===== src/rtl/parking_pkg.sv =====
// Shared types for the parking gate front end: FSM state encoding,
// event types seen by the arbiter, and the default car-id width.
package parking_pkg;

    typedef enum logic [1:0] {
        ST_IDLE       = 2'b00,
        ST_ENTRY_OPEN = 2'b01,
        ST_EXIT_OPEN  = 2'b10,
        ST_CLOSING    = 2'b11
    } gate_state_t;

    typedef enum logic [1:0] {
        EV_NONE  = 2'b00,
        EV_ENTRY = 2'b01,
        EV_EXIT  = 2'b10
    } event_t;

    localparam int ID_W_DEFAULT = 2;

endpackage


===== src/rtl/btn_debounce.sv =====
// Conditions one raw active-low button: two-flop synchroniser, a stability
// counter that only lets the level change after DEBOUNCE_CYCLES consecutive
// differing samples, and a registered one-cycle pulse on each press (1->0).
module btn_debounce #(
    parameter int DEBOUNCE_CYCLES = 16
) (
    input  logic clk,
    input  logic reset,
    input  logic btn_n,
    output logic fall_pulse
);

    localparam int CNT_W = (DEBOUNCE_CYCLES > 2) ? $clog2(DEBOUNCE_CYCLES) : 1;
    localparam logic [CNT_W-1:0] CNT_LAST = CNT_W'(DEBOUNCE_CYCLES - 1);

    logic             sync_1;
    logic             sync_2;
    logic             deb_level;
    logic             deb_prev;
    logic [CNT_W-1:0] cnt;

    // Bring the asynchronous button into the clk domain; released level is 1.
    always_ff @(posedge clk or posedge reset) begin
        if (reset) begin
            sync_1 <= 1'b1;
            sync_2 <= 1'b1;
        end else begin
            sync_1 <= btn_n;
            sync_2 <= sync_1;
        end
    end

    // Count consecutive samples that disagree with the debounced level; any
    // agreeing sample restarts the count, so short glitches never toggle it.
    always_ff @(posedge clk or posedge reset) begin
        if (reset) begin
            deb_level <= 1'b1;
            cnt       <= '0;
        end else if (sync_2 == deb_level) begin
            cnt <= '0;
        end else if (cnt == CNT_LAST) begin
            deb_level <= sync_2;
            cnt       <= '0;
        end else begin
            cnt <= cnt + CNT_W'(1);
        end
    end

    // Registered falling-edge detect on the debounced level; release is ignored.
    always_ff @(posedge clk or posedge reset) begin
        if (reset) begin
            deb_prev   <= 1'b1;
            fall_pulse <= 1'b0;
        end else begin
            deb_prev   <= deb_level;
            fall_pulse <= deb_prev & ~deb_level;
        end
    end

endmodule


===== src/rtl/parking_gate_ctrl.sv =====
// Parking barrier front end: debounces entry/exit buttons, arbitrates them
// against parking_full/parking_empty and runs the open/close sequence.
// Optional build macro PARKING_GATE_EVENT_LATCH_EN keeps the first event seen
// while busy and replays it once the gate is back in IDLE.
//
//  state      | meaning
//  -----------+-----------------------------------------------------
//  IDLE       | gate closed, waiting for an entry/exit event
//  ENTRY_OPEN | entry accepted, barrier open, timer running
//  EXIT_OPEN  | exit accepted, barrier open, timer running
//  CLOSING    | barrier just dropped, one cycle before IDLE
module parking_gate_ctrl
    import parking_pkg::*;
#(
    parameter int DEBOUNCE_CYCLES  = 16,
    parameter int GATE_OPEN_CYCLES = 64,
    parameter int ID_W             = ID_W_DEFAULT
) (
    input  logic            clk,
    input  logic            reset,
    input  logic            entry_btn_n,
    input  logic            exit_btn_n,
    input  logic [ID_W-1:0] car_id_in,
    input  logic            parking_full,
    input  logic            parking_empty,
    output logic            entry_req,
    output logic            exit_req,
    output logic [ID_W-1:0] car_id_out,
    output logic            reject,
    output logic            gate_open,
    output logic            busy,
    output logic [1:0]      state
);

    localparam int TMR_W = (GATE_OPEN_CYCLES > 2) ? $clog2(GATE_OPEN_CYCLES) : 1;
    localparam logic [TMR_W-1:0] TMR_LOAD = TMR_W'(GATE_OPEN_CYCLES - 1);

    logic entry_ev;
    logic exit_ev;

    gate_state_t     state_q, state_d;
    logic [TMR_W-1:0] timer_q, timer_d;
    logic            gate_q, gate_d;
    logic            entry_q, entry_d;
    logic            exit_q, exit_d;
    logic            reject_q, reject_d;
    logic [ID_W-1:0] car_id_q, car_id_d;

    logic            eval_entry;
    logic            eval_exit;
    logic [ID_W-1:0] eval_id;

    btn_debounce #(.DEBOUNCE_CYCLES(DEBOUNCE_CYCLES)) u_entry_deb (
        .clk        (clk),
        .reset      (reset),
        .btn_n      (entry_btn_n),
        .fall_pulse (entry_ev)
    );

    btn_debounce #(.DEBOUNCE_CYCLES(DEBOUNCE_CYCLES)) u_exit_deb (
        .clk        (clk),
        .reset      (reset),
        .btn_n      (exit_btn_n),
        .fall_pulse (exit_ev)
    );

`ifdef PARKING_GATE_EVENT_LATCH_EN
    event_t          pend_type_q, pend_type_d;
    logic [ID_W-1:0] pend_id_q, pend_id_d;

    // Pick what IDLE evaluates: a held event takes precedence over fresh ones;
    // the first event seen while busy is captured, later ones are dropped.
    always_comb begin
        pend_type_d = pend_type_q;
        pend_id_d   = pend_id_q;
        eval_entry  = 1'b0;
        eval_exit   = 1'b0;
        eval_id     = car_id_in;
        if (state_q != ST_IDLE) begin
            if ((pend_type_q == EV_NONE) && (entry_ev || exit_ev)) begin
                pend_type_d = entry_ev ? EV_ENTRY : EV_EXIT;
                pend_id_d   = car_id_in;
            end
        end else if (pend_type_q != EV_NONE) begin
            eval_entry  = (pend_type_q == EV_ENTRY);
            eval_exit   = (pend_type_q == EV_EXIT);
            eval_id     = pend_id_q;
            pend_type_d = EV_NONE;
        end else begin
            eval_entry = entry_ev;
            eval_exit  = exit_ev;
        end
    end

    // One-deep pending event register.
    always_ff @(posedge clk or posedge reset) begin
        if (reset) begin
            pend_type_q <= EV_NONE;
            pend_id_q   <= '0;
        end else begin
            pend_type_q <= pend_type_d;
            pend_id_q   <= pend_id_d;
        end
    end
`else
    // Events only matter in IDLE; anything arriving while busy is discarded.
    always_comb begin
        eval_entry = entry_ev && (state_q == ST_IDLE);
        eval_exit  = exit_ev && (state_q == ST_IDLE);
        eval_id    = car_id_in;
    end
`endif

    // Next state and registered outputs: entry beats exit unless blocked, and
    // a blocked request (or two blocked requests) gives a single reject.
    always_comb begin
        state_d  = state_q;
        timer_d  = timer_q;
        gate_d   = gate_q;
        entry_d  = 1'b0;
        exit_d   = 1'b0;
        reject_d = 1'b0;
        car_id_d = car_id_q;
        case (state_q)
            ST_IDLE: begin
                if (eval_entry && !parking_full) begin
                    entry_d  = 1'b1;
                    car_id_d = eval_id;
                    gate_d   = 1'b1;
                    timer_d  = TMR_LOAD;
                    state_d  = ST_ENTRY_OPEN;
                end else if (eval_exit && !parking_empty) begin
                    exit_d   = 1'b1;
                    car_id_d = eval_id;
                    gate_d   = 1'b1;
                    timer_d  = TMR_LOAD;
                    state_d  = ST_EXIT_OPEN;
                end else if (eval_entry || eval_exit) begin
                    reject_d = 1'b1;
                end
            end
            ST_ENTRY_OPEN, ST_EXIT_OPEN: begin
                if (timer_q == '0) begin
                    gate_d  = 1'b0;
                    state_d = ST_CLOSING;
                end else begin
                    timer_d = timer_q - TMR_W'(1);
                end
            end
            ST_CLOSING: begin
                state_d = ST_IDLE;
            end
            default: begin
                state_d = ST_IDLE;
            end
        endcase
    end

    // State, timer and output registers; reset drops the gate immediately.
    always_ff @(posedge clk or posedge reset) begin
        if (reset) begin
            state_q  <= ST_IDLE;
            timer_q  <= '0;
            gate_q   <= 1'b0;
            entry_q  <= 1'b0;
            exit_q   <= 1'b0;
            reject_q <= 1'b0;
            car_id_q <= '0;
        end else begin
            state_q  <= state_d;
            timer_q  <= timer_d;
            gate_q   <= gate_d;
            entry_q  <= entry_d;
            exit_q   <= exit_d;
            reject_q <= reject_d;
            car_id_q <= car_id_d;
        end
    end

    assign entry_req  = entry_q;
    assign exit_req   = exit_q;
    assign reject     = reject_q;
    assign gate_open  = gate_q;
    assign car_id_out = car_id_q;
    assign state      = state_q;
    assign busy       = (state_q != ST_IDLE);

endmodule

===== config.mk =====
export PLATFORM = sky130hd
export DESIGN_NAME = parking_gate_ctrl
export DESIGN_NICKNAME = d
export VERILOG_FILES = /design/src/rtl/parking_pkg.sv /design/src/rtl/btn_debounce.sv /design/src/rtl/parking_gate_ctrl.sv
export SDC_FILE = /design/constraint.sdc
export NUM_CORES = 1
export LEC_CHECK = 0
export BUFFER_PORTS_ARGS = -buffer_cell sky130_fd_sc_hd__buf_2
export CAP_MARGIN = 5
export CORE_UTILIZATION = 42
export CTS_CLUSTER_DIAMETER = 50
export CTS_CLUSTER_SIZE = 16
export DETAILED_ROUTE_END_ITERATION = 10
export SYNTH_ARGS = -nofsm -noshare
export SYNTH_HDL_FRONTEND = slang
export SYNTH_SLANG_ARGS = --single-unit

===== constraint.sdc =====
create_clock -name clk -period 2 [get_ports clk]
set_clock_uncertainty 0.1 [all_clocks]
set_input_delay 0.6 -clock clk [delete_from_list [all_inputs] [get_ports clk]]
set_output_delay 0.6 -clock clk [all_outputs]
set_load 0.01 [all_outputs]

==> key figures <==
Status
  • Status: finished, final reports clean

Global routing
  • Largest net degree at the start of global routing: 33
  • GRT overflow: 0
  • Initial antenna violation count: 0
  • Gr usage total: 0.167
  • Vias in the first global route: about 1000
  • First-pass GRT wire length: roughly 4400 um

Detailed routing
  • Initial drt markers: 18
  • Routed wire length per instance: approximately 13 um
  • Remaining DRCs: 0
  • Via density: 5.00
  • Vias: just over 1000
  • Routed Antenna Nets: 0
  • DRT Wirelength: about 2600 um
  • First-pass DRT Iterations: 4

Clock tree
  • Root buf cell: clkbuf_4
  • CTS sink count: 32
  • H-tree depth: 2
  • CTS buffer count: 5
  • Post-CTS Hold Buffers: 0
  • Maximum clock path buffer count: 2
  • Worst-Skew Late Latency: about 0.33 ns
  • CTS tree: built
  • Reg clk slew, reported paths: 0.11 ns

Floorplanning
  • Starting density of the core: 0.439
  • Core Area: roughly 3300 um^2
  • Die height: 61.1 um
  • Io pins: 17
  • Total die area: between 3000 and 4000 um^2
  • Die X: between 60 and 70 um
  • # rows: 21

Timing
  • Slew Limit Fails: 0
  • Max frequency: between 0.5 and 0.6 GHz
  • Setup tns final: 0 ns
  • Relative slew slack: 0.731
  • Hold Vio Cnt, Final: 0
  • Final setup viols: 0
  • Tightest Pin Transition: 0.404 ns
  • Fin crit period: roughly 2.0 ns
  • Period Utilization, post-route: 0.978

Power and ir drop
  • VDD IR max: 482 uV
  • Leak: just under 0.8 nW
  • Int Power: about 1.3 mW
  • Power density over the cells: around 1200 nW/um^2
  • Switching share of total power: 0.364
  • Sw power: roughly 0.75 mW
  • Comb power frac: 0.391
  • Clk pwr share: 0.191
  • Seq pwr share: 0.417

Synth
  • Synth Net Count: 144
  • Area contributors post-synth: dfrtp_1 41%, dfstp_2 14%, ha_1 5.1%
  • Mux share of post-synthesis cell area: 0.0376
  • Synth Area in Compound Gates: 0.120
  • Seq/Total Area, Yosys: 0.553
  • Simple-gate area share of the yosys netlist: 0.172
  • Syn Area/Cell: 11.3 um^2
  • Share of the synthesized area in the top cell type: 0.410
  • Post-Synth XOR/XNOR Area: 0.0239
  • Synth cell types: 35
  • Ys Warns: 0
  • Cell type with the largest total area after synthesis: dfrtp_1
  • Largest family of logic cells by synthesized area: simple AND/OR/NAND/NOR gates
  • Area of the mapped netlist: around 1500 um^2
  • Yosys reg bits: 32
  • Post-synthesis adder-cell area fraction: 0.0512
  • Syn Inst Count: 130

Placement
  • GP Congestion: 0.836
  • Hpwl dp: 1780 um
  • PortBufs: 16

Setup path
  • CP Launch Type: flop
  • Largest stage delay, worst path: 0.42 ns
  • Crit path max fanout: 7
  • Reg2reg end: timer_q[3]
  • Worst path cell trace: inv_2, ha_4, inv_2, buf_2
  • Worst EP required: around 1.3 ns
  • Worst setup EP type: output port
  • CP max-delay cell: dfrtp_1
  • Reg-to-reg slack, setup: about 0.14 ns
  • Reg2Reg Depth: 6
  • CP Data Arrival Time: around 1.3 ns
  • Critical Path Most Common Cell: inv_2
  • Reg2reg start: state[0]
  • Setup CP Type: flop to output port

Cells and area
  • Layout cell share with drive strength beyond 1: 0.338
  • Utilization after layout: 0.514
  • Area Overhead vs Synth: 17.0%
  • Post-layout nets: 170
  • Commonest non-fill, non-tap cells in the layout: 24 x dfrtp_1, 16 x buf_2, 11 x a21oi_1
  • Most common library cell in the layout ignoring fill and taps: dfrtp_1
  • ANT cells: 0

Run
  • Max Cap Viol: 0

Hold path
  • Hold Path Class: primary input to asynchronous set/reset pin
## state kept, by name, summed over array words and instances, names as in the netlist
name                    count
car_id_out                  2
entry_req                   1
exit_req                    1
gate_open                   1
reject                      1
state                       2
timer_q                     6
u_entry_deb.cnt             4
u_entry_deb.deb_level       1
u_entry_deb.deb_prev        1
u_entry_deb.fall_pulse      1
u_entry_deb.sync_1          1
u_entry_deb.sync_2          1
u_exit_deb.cnt              4
u_exit_deb.deb_level        1
u_exit_deb.deb_prev         1
u_exit_deb.fall_pulse       1
u_exit_deb.sync_1           1
u_exit_deb.sync_2           1
## layer usage
metal,up-vias,global-route usage,part of all wire
li1,504,-,-
met1,487,0.189,0.46
met2,17,0.280,0.48
met3,7,0.0609,0.035
met4,0,0.0812,0.019
met5,-,0,0
## cell families (layout without fill, tap and decap cells)
logic type,after synthesis,count (layout)
mux,5,5
flops,32,32
simple gates,43,43
buf+inv,14,41
xor+xnor,4,4
fa+ha+maj,6,6
compound gates,26,26
## synth_stat cells
library cell  number
a22oi_1            1
nor2_1             7
dfstp_2            8
clkbuf_1           1
and4_1             1
nor3_1             3
xnor2_1            4
or4b_1             1
and3_1             1
or2_1              1
nor2b_1            5
nor3b_1            5
inv_1             11
mux2i_1            1
nand2b_1           3
nand4b_1           2
a311oi_2           1
a21bo_2            1
nand3_1            5
o311ai_1           1
nand2_1            6
a21oi_1           11
a41oi_1            2
and4_2             1
a311o_1            1
buf_2              1
o21ai_0            5
buf_6              1
ha_1               6
a31oi_2            1
mux2_2             4
nor3_2             1
or2_2              1
a21o_1             2
dfrtp_1           24
## critical path, delay by kind of cell (launching register included)
kind                     cells  cell delay (ns)
adder cells (fa/ha/maj)      1             0.19
buffers and inverters        3             0.30
flip-flops                   1             0.42
## through the flow
stage | instance area, um^2 | hold WS, ns | total power [mW] | cells | setup slack, ns
after floorplan | 1470 | 0.245 | 1.37 | 130 | 0.190
after global placement | 1620 | 0.246 | 1.56 | 194 | 0.117
after detailed placement | 1620 | 0.252 | 1.58 | 194 | 0.0924
after CTS | 1690 | 0.234 | 2.01 | 202 | 0.00543
after global routing | 1710 | 0.227 | 2.21 | 203 | -0.0218
final | 1710 | 0.230 | 2.05 | 203 | 0.0438
## worst max-delay path by stage
stage	from	endpoint	slack [ns]	depth (start not counted)
3_3_place_gp	parking_full	timer_q[5]	0.12	5
3_5_place_dp	state[0]	timer_q[3]	0.09	6
2_1_floorplan	state[0]	timer_q[3]	0.19	6
4_1_cts	state[1]	busy	0.005	4
6_report	state[0]	busy	0.04	4
5_1_grt	state[0]	busy	-0.02	4
## cell type report
| cell class | count | area (um^2) |
|---|---|---|
| fillers | 315 | 1620 |
| flip-flops and latches | 32 | 811 |
| multi-input cells | 84 | 618 |
| repair buffers | 22 | 125 |
| well taps | 46 | 57.6 |
| clock buffers | 6 | 51.3 |
| inverters | 11 | 41.3 |
| clock inverters | 2 | 10.0 |
## power groups by stage
stage	clock [mW]	sequential [mW]	combinational, mW
global route	0.434	0.866	0.907
floorplan	0	0.849	0.524
detailed placement	0	0.863	0.721
finish	0.392	0.855	0.801
CTS	0.407	0.853	0.749
global placement	0	0.854	0.703
## repair_timing
action                     CTS  global route
buffers inserted             0             1
resized for setup            3             3
setup endpoints to repair    1             2
hold endpoints to repair     0             0
(Power assumes the default switching activity.)
